==> src/rtl/td4_pkg.sv <==
// td4_pkg: shared constants for the TD4 front panel and core.
// Mode encoding and CPU data-port width.
package td4_pkg;

  localparam int CPU_DW = 4;

  typedef enum logic [1:0] {
    MODE_HALT = 2'b00,
    MODE_SLOW = 2'b01,
    MODE_FAST = 2'b10,
    MODE_STEP = 2'b11
  } mode_e;

endpackage

==> src/rtl/td4_front_panel_if.sv <==
// td4_front_panel_if: panel-side signal bundle.
// The master drives buttons and mode; the slave returns CPU-facing outputs.
interface td4_front_panel_if;
  import td4_pkg::*;

  logic [CPU_DW-1:0] btn;
  logic              step_n;
  mode_e             mode;
  logic [CPU_DW-1:0] in_data;
  logic              cpu_ce;
  logic              run_led;

  modport master (
    output btn, step_n, mode,
    input  in_data, cpu_ce, run_led
  );

  modport slave (
    input  btn, step_n, mode,
    output in_data, cpu_ce, run_led
  );

endinterface

==> src/rtl/td4_debounce.sv <==
// td4_debounce: 2-flop synchronizer plus stable-level debouncer.
// Accepted level flips only after DB_CYCLES consecutive differing samples.
module td4_debounce #(
  parameter int DB_CYCLES = 500000
) (
  input  logic clk,
  input  logic rst,
  input  logic raw_i,
  output logic level_o
);

  localparam int CW = $clog2(DB_CYCLES);
  localparam logic [CW-1:0] LAST = CW'(DB_CYCLES - 1);

  logic [1:0]    sync_q;
  logic          lvl_q;
  logic          lvl_d;
  logic [CW-1:0] cnt_q;
  logic [CW-1:0] cnt_d;

  // synchronizer, idles at the released (high) level
  always_ff @(posedge clk or posedge rst) begin
    if (rst) begin
      sync_q <= 2'b11;
    end else begin
      sync_q <= {sync_q[0], raw_i};
    end
  end

  // count consecutive disagreeing samples; flip on the last one
  always_comb begin
    lvl_d = lvl_q;
    cnt_d = '0;
    if (sync_q[1] != lvl_q) begin
      if (cnt_q == LAST) begin
        lvl_d = ~lvl_q;
      end else begin
        cnt_d = cnt_q + 1'b1;
      end
    end
  end

  // accepted level and debounce counter
  always_ff @(posedge clk or posedge rst) begin
    if (rst) begin
      lvl_q <= 1'b1;
      cnt_q <= '0;
    end else begin
      lvl_q <= lvl_d;
      cnt_q <= cnt_d;
    end
  end

  assign level_o = lvl_q;

endmodule

==> src/rtl/td4_front_panel.sv <==
// td4_front_panel: button conditioning and CPU clock-enable generation.
// Modes: halt, slow/fast free-run, manual single-step.
module td4_front_panel
  import td4_pkg::*;
#(
  parameter int DB_CYCLES = 500000,
  parameter int SLOW_DIV  = 50000000,
  parameter int FAST_DIV  = 5000000
) (
  input logic               clk,
  input logic               rst,
  td4_front_panel_if.slave  pnl
);

  localparam int MAXDIV = (SLOW_DIV > FAST_DIV) ? SLOW_DIV : FAST_DIV;
  localparam int RW     = $clog2(MAXDIV);
  localparam logic [RW-1:0] SLOW_LD = RW'(SLOW_DIV - 1);
  localparam logic [RW-1:0] FAST_LD = RW'(FAST_DIV - 1);

  function automatic logic [RW-1:0] reload_val(input mode_e m);
    return (m == MODE_FAST) ? FAST_LD : SLOW_LD;
  endfunction

  logic [CPU_DW-1:0] btn_lvl;
  logic              step_lvl;

  logic [CPU_DW-1:0] in_data_q;
  logic              step_prev_q;
  logic              step_edge_q;
  mode_e             mode_q;
  logic [RW-1:0]     rate_q;
  logic [RW-1:0]     rate_d;
  logic              ce_q;
  logic              ce_d;
  logic              led_q;

  logic              mode_chg;
  logic              step_fall;

  for (genvar i = 0; i < CPU_DW; i++) begin : g_btn
    td4_debounce #(
      .DB_CYCLES (DB_CYCLES)
    ) u_db (
      .clk     (clk),
      .rst     (rst),
      .raw_i   (pnl.btn[i]),
      .level_o (btn_lvl[i])
    );
  end

  td4_debounce #(
    .DB_CYCLES (DB_CYCLES)
  ) u_db_step (
    .clk     (clk),
    .rst     (rst),
    .raw_i   (pnl.step_n),
    .level_o (step_lvl)
  );

  assign mode_chg  = (pnl.mode != mode_q);
  assign step_fall = step_prev_q & ~step_lvl;

  // active-high button data and step press detection
  always_ff @(posedge clk or posedge rst) begin
    if (rst) begin
      in_data_q   <= '0;
      step_prev_q <= 1'b1;
      step_edge_q <= 1'b0;
    end else begin
      in_data_q   <= ~btn_lvl;
      step_prev_q <= step_lvl;
      step_edge_q <= step_fall;
    end
  end

  // rate counter and pulse select; a mode change reloads and mutes
  always_comb begin
    rate_d = SLOW_LD;
    ce_d   = 1'b0;
    if (mode_chg) begin
      rate_d = reload_val(pnl.mode);
    end else begin
      unique case (mode_q)
        MODE_SLOW, MODE_FAST: begin
          if (rate_q == '0) begin
            ce_d   = 1'b1;
            rate_d = reload_val(mode_q);
          end else begin
            rate_d = rate_q - 1'b1;
          end
        end
        MODE_STEP: ce_d = step_edge_q;
        MODE_HALT: ce_d = 1'b0;
      endcase
    end
  end

  // mode copy, rate counter, clock enable and heartbeat
  always_ff @(posedge clk or posedge rst) begin
    if (rst) begin
      mode_q <= MODE_HALT;
      rate_q <= SLOW_LD;
      ce_q   <= 1'b0;
      led_q  <= 1'b0;
    end else begin
      mode_q <= pnl.mode;
      rate_q <= rate_d;
      ce_q   <= ce_d;
      led_q  <= led_q ^ ce_q;
    end
  end

  assign pnl.in_data = in_data_q;
  assign pnl.cpu_ce  = ce_q;
  assign pnl.run_led = led_q;

endmodule

==> src/flat_wrapper.sv <==
// flat-port wrapper written by rule: the top's interface ports become plain ports
module td4_front_panel_flat import td4_pkg::*;
#(
  parameter int DB_CYCLES = 500000,
  parameter int SLOW_DIV  = 50000000,
  parameter int FAST_DIV  = 5000000
)
  (clk, rst, pnl_btn, pnl_step_n, pnl_mode, pnl_in_data, pnl_cpu_ce, pnl_run_led);
  td4_front_panel_if pnl_i ();
  input logic clk;
  input logic rst;
  input wire logic [$bits(pnl_i.btn)-1:0] pnl_btn;
  input wire logic [$bits(pnl_i.step_n)-1:0] pnl_step_n;
  input wire logic [$bits(pnl_i.mode)-1:0] pnl_mode;
  output wire logic [$bits(pnl_i.in_data)-1:0] pnl_in_data;
  output wire logic [$bits(pnl_i.cpu_ce)-1:0] pnl_cpu_ce;
  output wire logic [$bits(pnl_i.run_led)-1:0] pnl_run_led;
  assign pnl_i.btn = pnl_btn;
  assign pnl_i.step_n = pnl_step_n;
  assign pnl_i.mode = pnl_mode;
  assign pnl_in_data = pnl_i.in_data;
  assign pnl_cpu_ce = pnl_i.cpu_ce;
  assign pnl_run_led = pnl_i.run_led;
  td4_front_panel #(.DB_CYCLES(DB_CYCLES), .SLOW_DIV(SLOW_DIV), .FAST_DIV(FAST_DIV)) u_core (.clk(clk), .rst(rst), .pnl(pnl_i));
endmodule
==> config.mk <==
export PLATFORM = sky130hd
export DESIGN_NAME = td4_front_panel_flat
export DESIGN_NICKNAME = d
export VERILOG_FILES = /design/src/rtl/td4_pkg.sv /design/src/rtl/td4_front_panel_if.sv /design/src/rtl/td4_debounce.sv /design/src/rtl/td4_front_panel.sv /design/src/flat_wrapper.sv
export SDC_FILE = /design/constraint.sdc
export NUM_CORES = 1
export LEC_CHECK = 0
export ABC_AREA = 1
export CAP_MARGIN = 5
export CORE_MARGIN = 1.5
export CORE_UTILIZATION = 30
export DETAILED_ROUTE_END_ITERATION = 8
export GPL_ROUTABILITY_DRIVEN = 0
export GPL_TIMING_DRIVEN = 0
export PLACE_DENSITY = 0.46
export SLEW_MARGIN = 20
export SYNTH_ARGS = -nofsm -noshare
export SYNTH_HDL_FRONTEND = slang
export SYNTH_SLANG_ARGS = --single-unit
==> constraint.sdc <==
create_clock -name clk -period 4 [get_ports clk]
set_input_delay 0.4 -clock clk [delete_from_list [all_inputs] [get_ports clk]]
set_output_delay 0.4 -clock clk [all_outputs]
set_load 0.03 [all_outputs]
After elaboration in Yosys (flattened, before gate mapping)
Index checks and enable logic that the tools add are counted.
W data, S select, Z words.

storage, ports and cells
  bits in latches = 0
  memories = 0
  ROM bits = 0
  logic and storage cells = 77
  input port bits = 9
  bits in writable memories = 0
  register bits after elaboration = 146

operators by class
  $lt $le $gt $ge = 0
  muxes and demuxes = 18
  add/sub/neg operators = 6
  eq/ne operators = 15
  shift-type cells = 0
  multiply operators = 0
  reductions and logical operators = 8
  bitwise operators = 8
  div/mod/pow operators = 0

operators with widths
  operator                 number
  $mux W19                 10
  $mux W26                 5
  $add A19 B1 Y19 const B  5
  $eq A19 B19 Y1 const B   5
  $logic_not A26 Y1        1
  $sub A26 B1 Y26 const B  1
  $reduce_and A2 Y1        5
  $eq A2 B2 Y1 const B     3
  $ne A1 B1 Y1             5
  $not A1 Y1               5
  $not A4 Y4               1
  $pmux W1 S3              1
  $eq A2 B1 Y1 const B     1
  $logic_not A2 Y1         1
  $mux W1                  2
  $ne A2 B2 Y1             1
  $reduce_or A2 Y1         1
  $and A1 B1 Y1            1
  $xor A1 B1 Y1            1

Depth between registers and ports, before layout
  depth after elaboration = 5
  gate-level depth with buffers = 11
  mapped depth without buffers = 11

Cells and area by module
Synthesis repeated with hierarchy kept, for this count alone.

unflattened totals
  cell total of the unflattened synthesis = 1,028
  area, all modules = 8,421.8 µm²

by module, submodules not included
  module           instances  area each (µm²)  cells an instance
  td4_debounce     5          1,239.9          151
  td4_front_panel  1          2,222.1          273

Worst setup path before layout
No wires, ideal clock.

  path kind = reg2reg
  start = register u_core.rate_q[0]
  end = register u_core.rate_q[17]
  cell stages (with the launch flop) = 11
  clock period less this slack = 1.549 ns
  arrival time = 1.487 ns
  data required time = 3.938 ns
  setup slack = 2.451 ns
  cell sequence = dfstp_2 inv_1 ha_1 nand2_2 nor2_4 nand4_1 buf_2 nand3_1 nand3_1 nand2_1 nand2_1

on the way
  cells in the longest elaborated chain, start to end = 4
  elaborated cells on any way between the ends = 5

ends and longest elaborated chain
  what                                                         RTL line                                      RTL
  from (decl)                                                  td4_front_panel.sv:31                         logic [RW-1:0] rate_q;
  from (signal assigned)                                       td4_front_panel.sv:107                        rate_q <= rate_d;
  $sub A26 B1 Y26 / $logic_not A26 Y1 (equally long branches)  td4_front_panel.sv:89, td4_front_panel.sv:85
  $mux W26 (*)                                                 td4_front_panel.sv:85                         if (rate_q == '0) begin
  $mux W26 (*)                                                 td4_front_panel.sv:83                         unique case (mode_q)
  $mux W26 (*)                                                 td4_front_panel.sv:80                         if (mode_chg) begin
  via u_core.rate_d[17]                                        td4_front_panel.sv:32                         logic [RW-1:0] rate_d;

The timed path passes the listed nets; every way through them passes the cells marked *.
A chain may end at the register's enable or synchronous reset.

Worst setup path in the final report
  start = register u_core.g_btn[0].u_db.cnt_q[0]
  end = register u_core.g_btn[0].u_db.cnt_q[13]

on the way
  cells in the longest elaborated chain, start to end = 3
  elaborated cells on any way between the ends = 4

ends and longest elaborated chain
  what                                                      RTL line                                RTL
  from (decl)                                               td4_debounce.sv:18                      logic [CW-1:0] cnt_q;
  from (signal assigned)                                    td4_debounce.sv:50                      cnt_q <= cnt_d;
  $add A19 B1 Y19 / $eq A19 B19 Y1 (equally long branches)  td4_debounce.sv:38, td4_debounce.sv:35
  $mux W19 (*)                                              td4_debounce.sv:35                      if (cnt_q == LAST) begin
  $mux W19 (*)                                              td4_debounce.sv:34                      if (sync_q[1] != lvl_q) begin
  via u_core.g_btn[0].u_db.cnt_d[13]                        td4_debounce.sv:19                      logic [CW-1:0] cnt_d;

Marked as above.

==> flow_metrics.tcl <==
set metrics [dict create \
    clock_path_buffers 2 \
    dp.final_hpwl_um 13200 \
    final_cells 1375 \
    status "complete, no violations" \
    floorplan.initialDensity_pct 30.6 \
    grt_util_met3_pct 2.92 \
    synth_edf_count 0 \
    yosysUniqueCellTypes 47 \
    filler_cell_count 2734 \
    cts_resized 0 \
    cts_made_buffers 17 \
    vias 6398 \
    clock_sinks 146 \
    drt_iter0_drc 385 \
    critPathLaunchType "flop" \
    reg2reg_slack_ps 2030 \
    synth.most_common_cell "nor2_1" \
    drt_wl_total_um 17800 \
    cts_tree "done" \
    routed_via_density 4.65 \
    fin_crit_sh_pct 49.3 \
    dr.pass1.iters 5 \
    grtUsageMet2_pct 22.0 \
    grt_pass1_vias 6426 \
    synth_top_cell_area_share_pct 35.3 \
    portBuffers 14 \
    muxShareOfSynthArea_pct 0.425 \
    die_x_um 166 \
    path_buf_inv 0 \
    synthArstFlopShare_pct 100 \
    ir_drop_v 0.000289 \
    fin_skew_ps 13.8 \
    synth_fa_ha_area_share_pct 1.26 \
    finalPower_mw 3.35 \
    setup_viol 0 \
    grt_busiest_layer "met2" \
    yosys.area_share.simple_pct 36.1 \
    synth_xor_area_share_pct 5.40 \
    tns_ps 0 \
    area_growth_pct 16.0 \
    crit_fanout 8 \
    cp.arrival_ps 2240 \
    antenna_left 0 \
    detail_route.wl_per_cell_um 12.9 \
    grt_max_degree 33 \
    ys_seq_elements 146 \
    final-seq-area_mm2 0.00370 \
    syn_avg_cell_area_um2 8.03 \
    post-cts-setup-buffers 0 \
    ys_seq_area_share_pct 46.5 \
    ys_top_cells_by_area "dfrtp_1 (35%), dfstp_2 (11%), nor2_1 (8.5%)" \
    track_usage_pct 13.6 \
    maxCapViolCount 0 \
    grtUsageMet1_pct 18.3 \
    p_per_area_mw_per_mm2 364 \
    fin_hold_ws_ps 348 \
    diodes 0 \
    die_area_mm2 0.0275 \
    setup.worst_path.class "reg -> reg" \
    nNetsFinal 1044 \
    synth_area_mm2 0.00794 \
    slew_headroom_pct 53.0 \
    rows 59 \
    drive_gt1_share_pct 12.4 \
    synth_top_family_by_area "simple AND/OR/NAND/NOR gates" \
    worst_pin_slew_ps 701 \
    syn_inst 989 \
    multi_input_area_mm2 0.00376 \
    final_util_pct 35.4 \
    hold_viol_final 0 \
    slew_viol_final 0 \
    insertion_delay_ps 420 \
    critPathMaxStageDelay_ps 560 \
    antenna_found_initial 0 \
    die-height_um 166 \
    min_path_type "in -> async" \
    synth_common_cells "nor2_1 (180), nand2_1 (178), dfrtp_1 (112), inv_1 (112), nand3_1 (75)" \
    clk_pin_slew_ps 70 \
    crit_family "simple AND/OR/NAND/NOR gates" \
    hold_buffers 0 \
    crit_path_end_kind "flop" \
    core_region_area_mm2 0.0260 \
    ys.flop_type "dfrtp_1" \
    leakagePower_nw 3.77 \
    synth_nets 1006 \
    max_freq_mhz 508 \
    synth_warnings 0 \
    rsz0062_at_grt "false" \
    dpl.cell_count 1343 \
    grt_first_pass_wirelength_um 31000 \
    synth_top_area_cell "dfrtp_1" \
    crit_required_ps 4270 \
    finalCriticalPeriod_ps 1970 \
    cp_cell_sequence "ha_1 -> nand2_1 -> nor2_2 -> nand4_1 -> o21ai_1 -> nor3_1" \
    ioPinCount 15 \
    ctsRootBufferMaster "clkbuf_16" \
    synth_compound_gate_area_share_pct 4.24 \
    h-tree-depth 4 \
    crit_slowest_cell "o21ai_1" \
    drc_errors 0 \
    grt.overflow.total 0 \
]
## cell families after synthesis
family	Yosys count
and+or+nand+nor	601
DFF	146
buffers and inverters	125
AOI/OAI and AO/OA	57
xor gates and xnor gates	49
adders and majority gates	8
muxes	3
## placed cells by master (no fill, tap or decap), types with 5 or more instances in the layout
cell type / synthesis / final
xor2_1: 41 / 41
clkdlybuf4s50_1: 0 / 14
nor2_2: 11 / 11
nand3_1: 75 / 75
nand4_1: 51 / 51
ha_1: 8 / 8
nand2_2: 7 / 7
nor3b_1: 15 / 15
clkinv_1: 5 / 5
clkbuf_16: 0 / 17
nand2_1: 178 / 178
xnor2_1: 8 / 8
nor3_1: 47 / 47
a21oi_1: 20 / 20
inv_6: 0 / 5
dfrtp_1: 112 / 112
nor4_1: 7 / 7
o21ai_0: 16 / 16
inv_1: 112 / 111
dfstp_2: 34 / 34
nor2_1: 180 / 180
## worst reg2reg max path: stages (launching register included)
cell and delay [ps]:
dfrtp_1 410, ha_1 290, nand2_1 120, nor2_2 190
nand4_1 120, o21ai_1 560, nor3_1 140
## registers in the layout, summed over array words and instances, names as in the netlist
register	cells
u_core.u_db_step.level_o	1
u_core.u_db_step.cnt_q	19
u_core.step_prev_q	1
u_core.rate_q	26
u_core.u_db_step.sync_q	2
u_core.step_edge_q	1
u_core.pnl.cpu_ce	1
u_core.g_btn.u_db.level_o	4
u_core.g_btn.u_db.sync_q	8
u_core.g_btn.u_db.cnt_q	76
u_core.mode_q	2
u_core.pnl.run_led	1
u_core.pnl.in_data	4
## cell type report
| cell class | instances | share of cell area [%] |
|---|---|---|
| Buffer | 4 | 0.245 |
| Sequential cell | 146 | 40.1 |
| Clock buffer | 17 | 4.62 |
| Timing Repair Buffer | 19 | 2.69 |
| Clock inverter | 15 | 1.86 |
| Inverter | 121 | 5.00 |
| Multi-Input combinational cell | 718 | 40.9 |
| Tap cell | 335 | 4.55 |
## power by group
group / leakage (nW) / switching [mW] / internal, mW
clock network: 0.285 / 0.685 / 0.937
logic: 1.60 / 0.119 / 0.0560
registers: 1.88 / 0.0282 / 1.52
total: 3.77 / 0.832 / 2.51
## routing by layer
| layer | routed length [um] | part of all wire [%] |
|---|---|---|
| met1 | 8830 | 50 |
| met2 | 8210 | 46 |
| met3 | 492 | 2.8 |
| met4 | 221 | 1.2 |
| met5 | 0 | 0 |
## metrics by stage
stage	setup slack (ps)	instance area, um^2
2_1_floorplan	1790	7940
3_3_place_gp	314	8500
3_5_place_dp	1620	8610
4_1_cts	1980	9210
5_1_grt	1880	9210
6_report	2030	9210
## final timing paths
path,endpoint,start,cells after the start
worst max-delay path,u_core.g_btn[0].u_db.cnt_q[13]$_DFF_PP0_,u_core.g_btn[0].u_db.cnt_q[0]$_DFF_PP0_,6
worst min-delay path,u_core.g_btn[0].u_db.cnt_q[10]$_DFF_PP0_,rst,2
worst max register to register,u_core.g_btn[0].u_db.cnt_q[13]$_DFF_PP0_,u_core.g_btn[0].u_db.cnt_q[0]$_DFF_PP0_,6
worst min register to register,u_core.g_btn[2].u_db.sync_q[1]$_DFF_PP1_,u_core.g_btn[2].u_db.sync_q[0]$_DFF_PP1_,0
max in group asynchronous,u_core.u_db_step.sync_q[1]$_DFF_PP1_,rst,5
min in group clk,u_core.g_btn[2].u_db.sync_q[1]$_DFF_PP1_,u_core.g_btn[2].u_db.sync_q[0]$_DFF_PP1_,0
No activity file was read; power rests on OpenSTA's default activity.
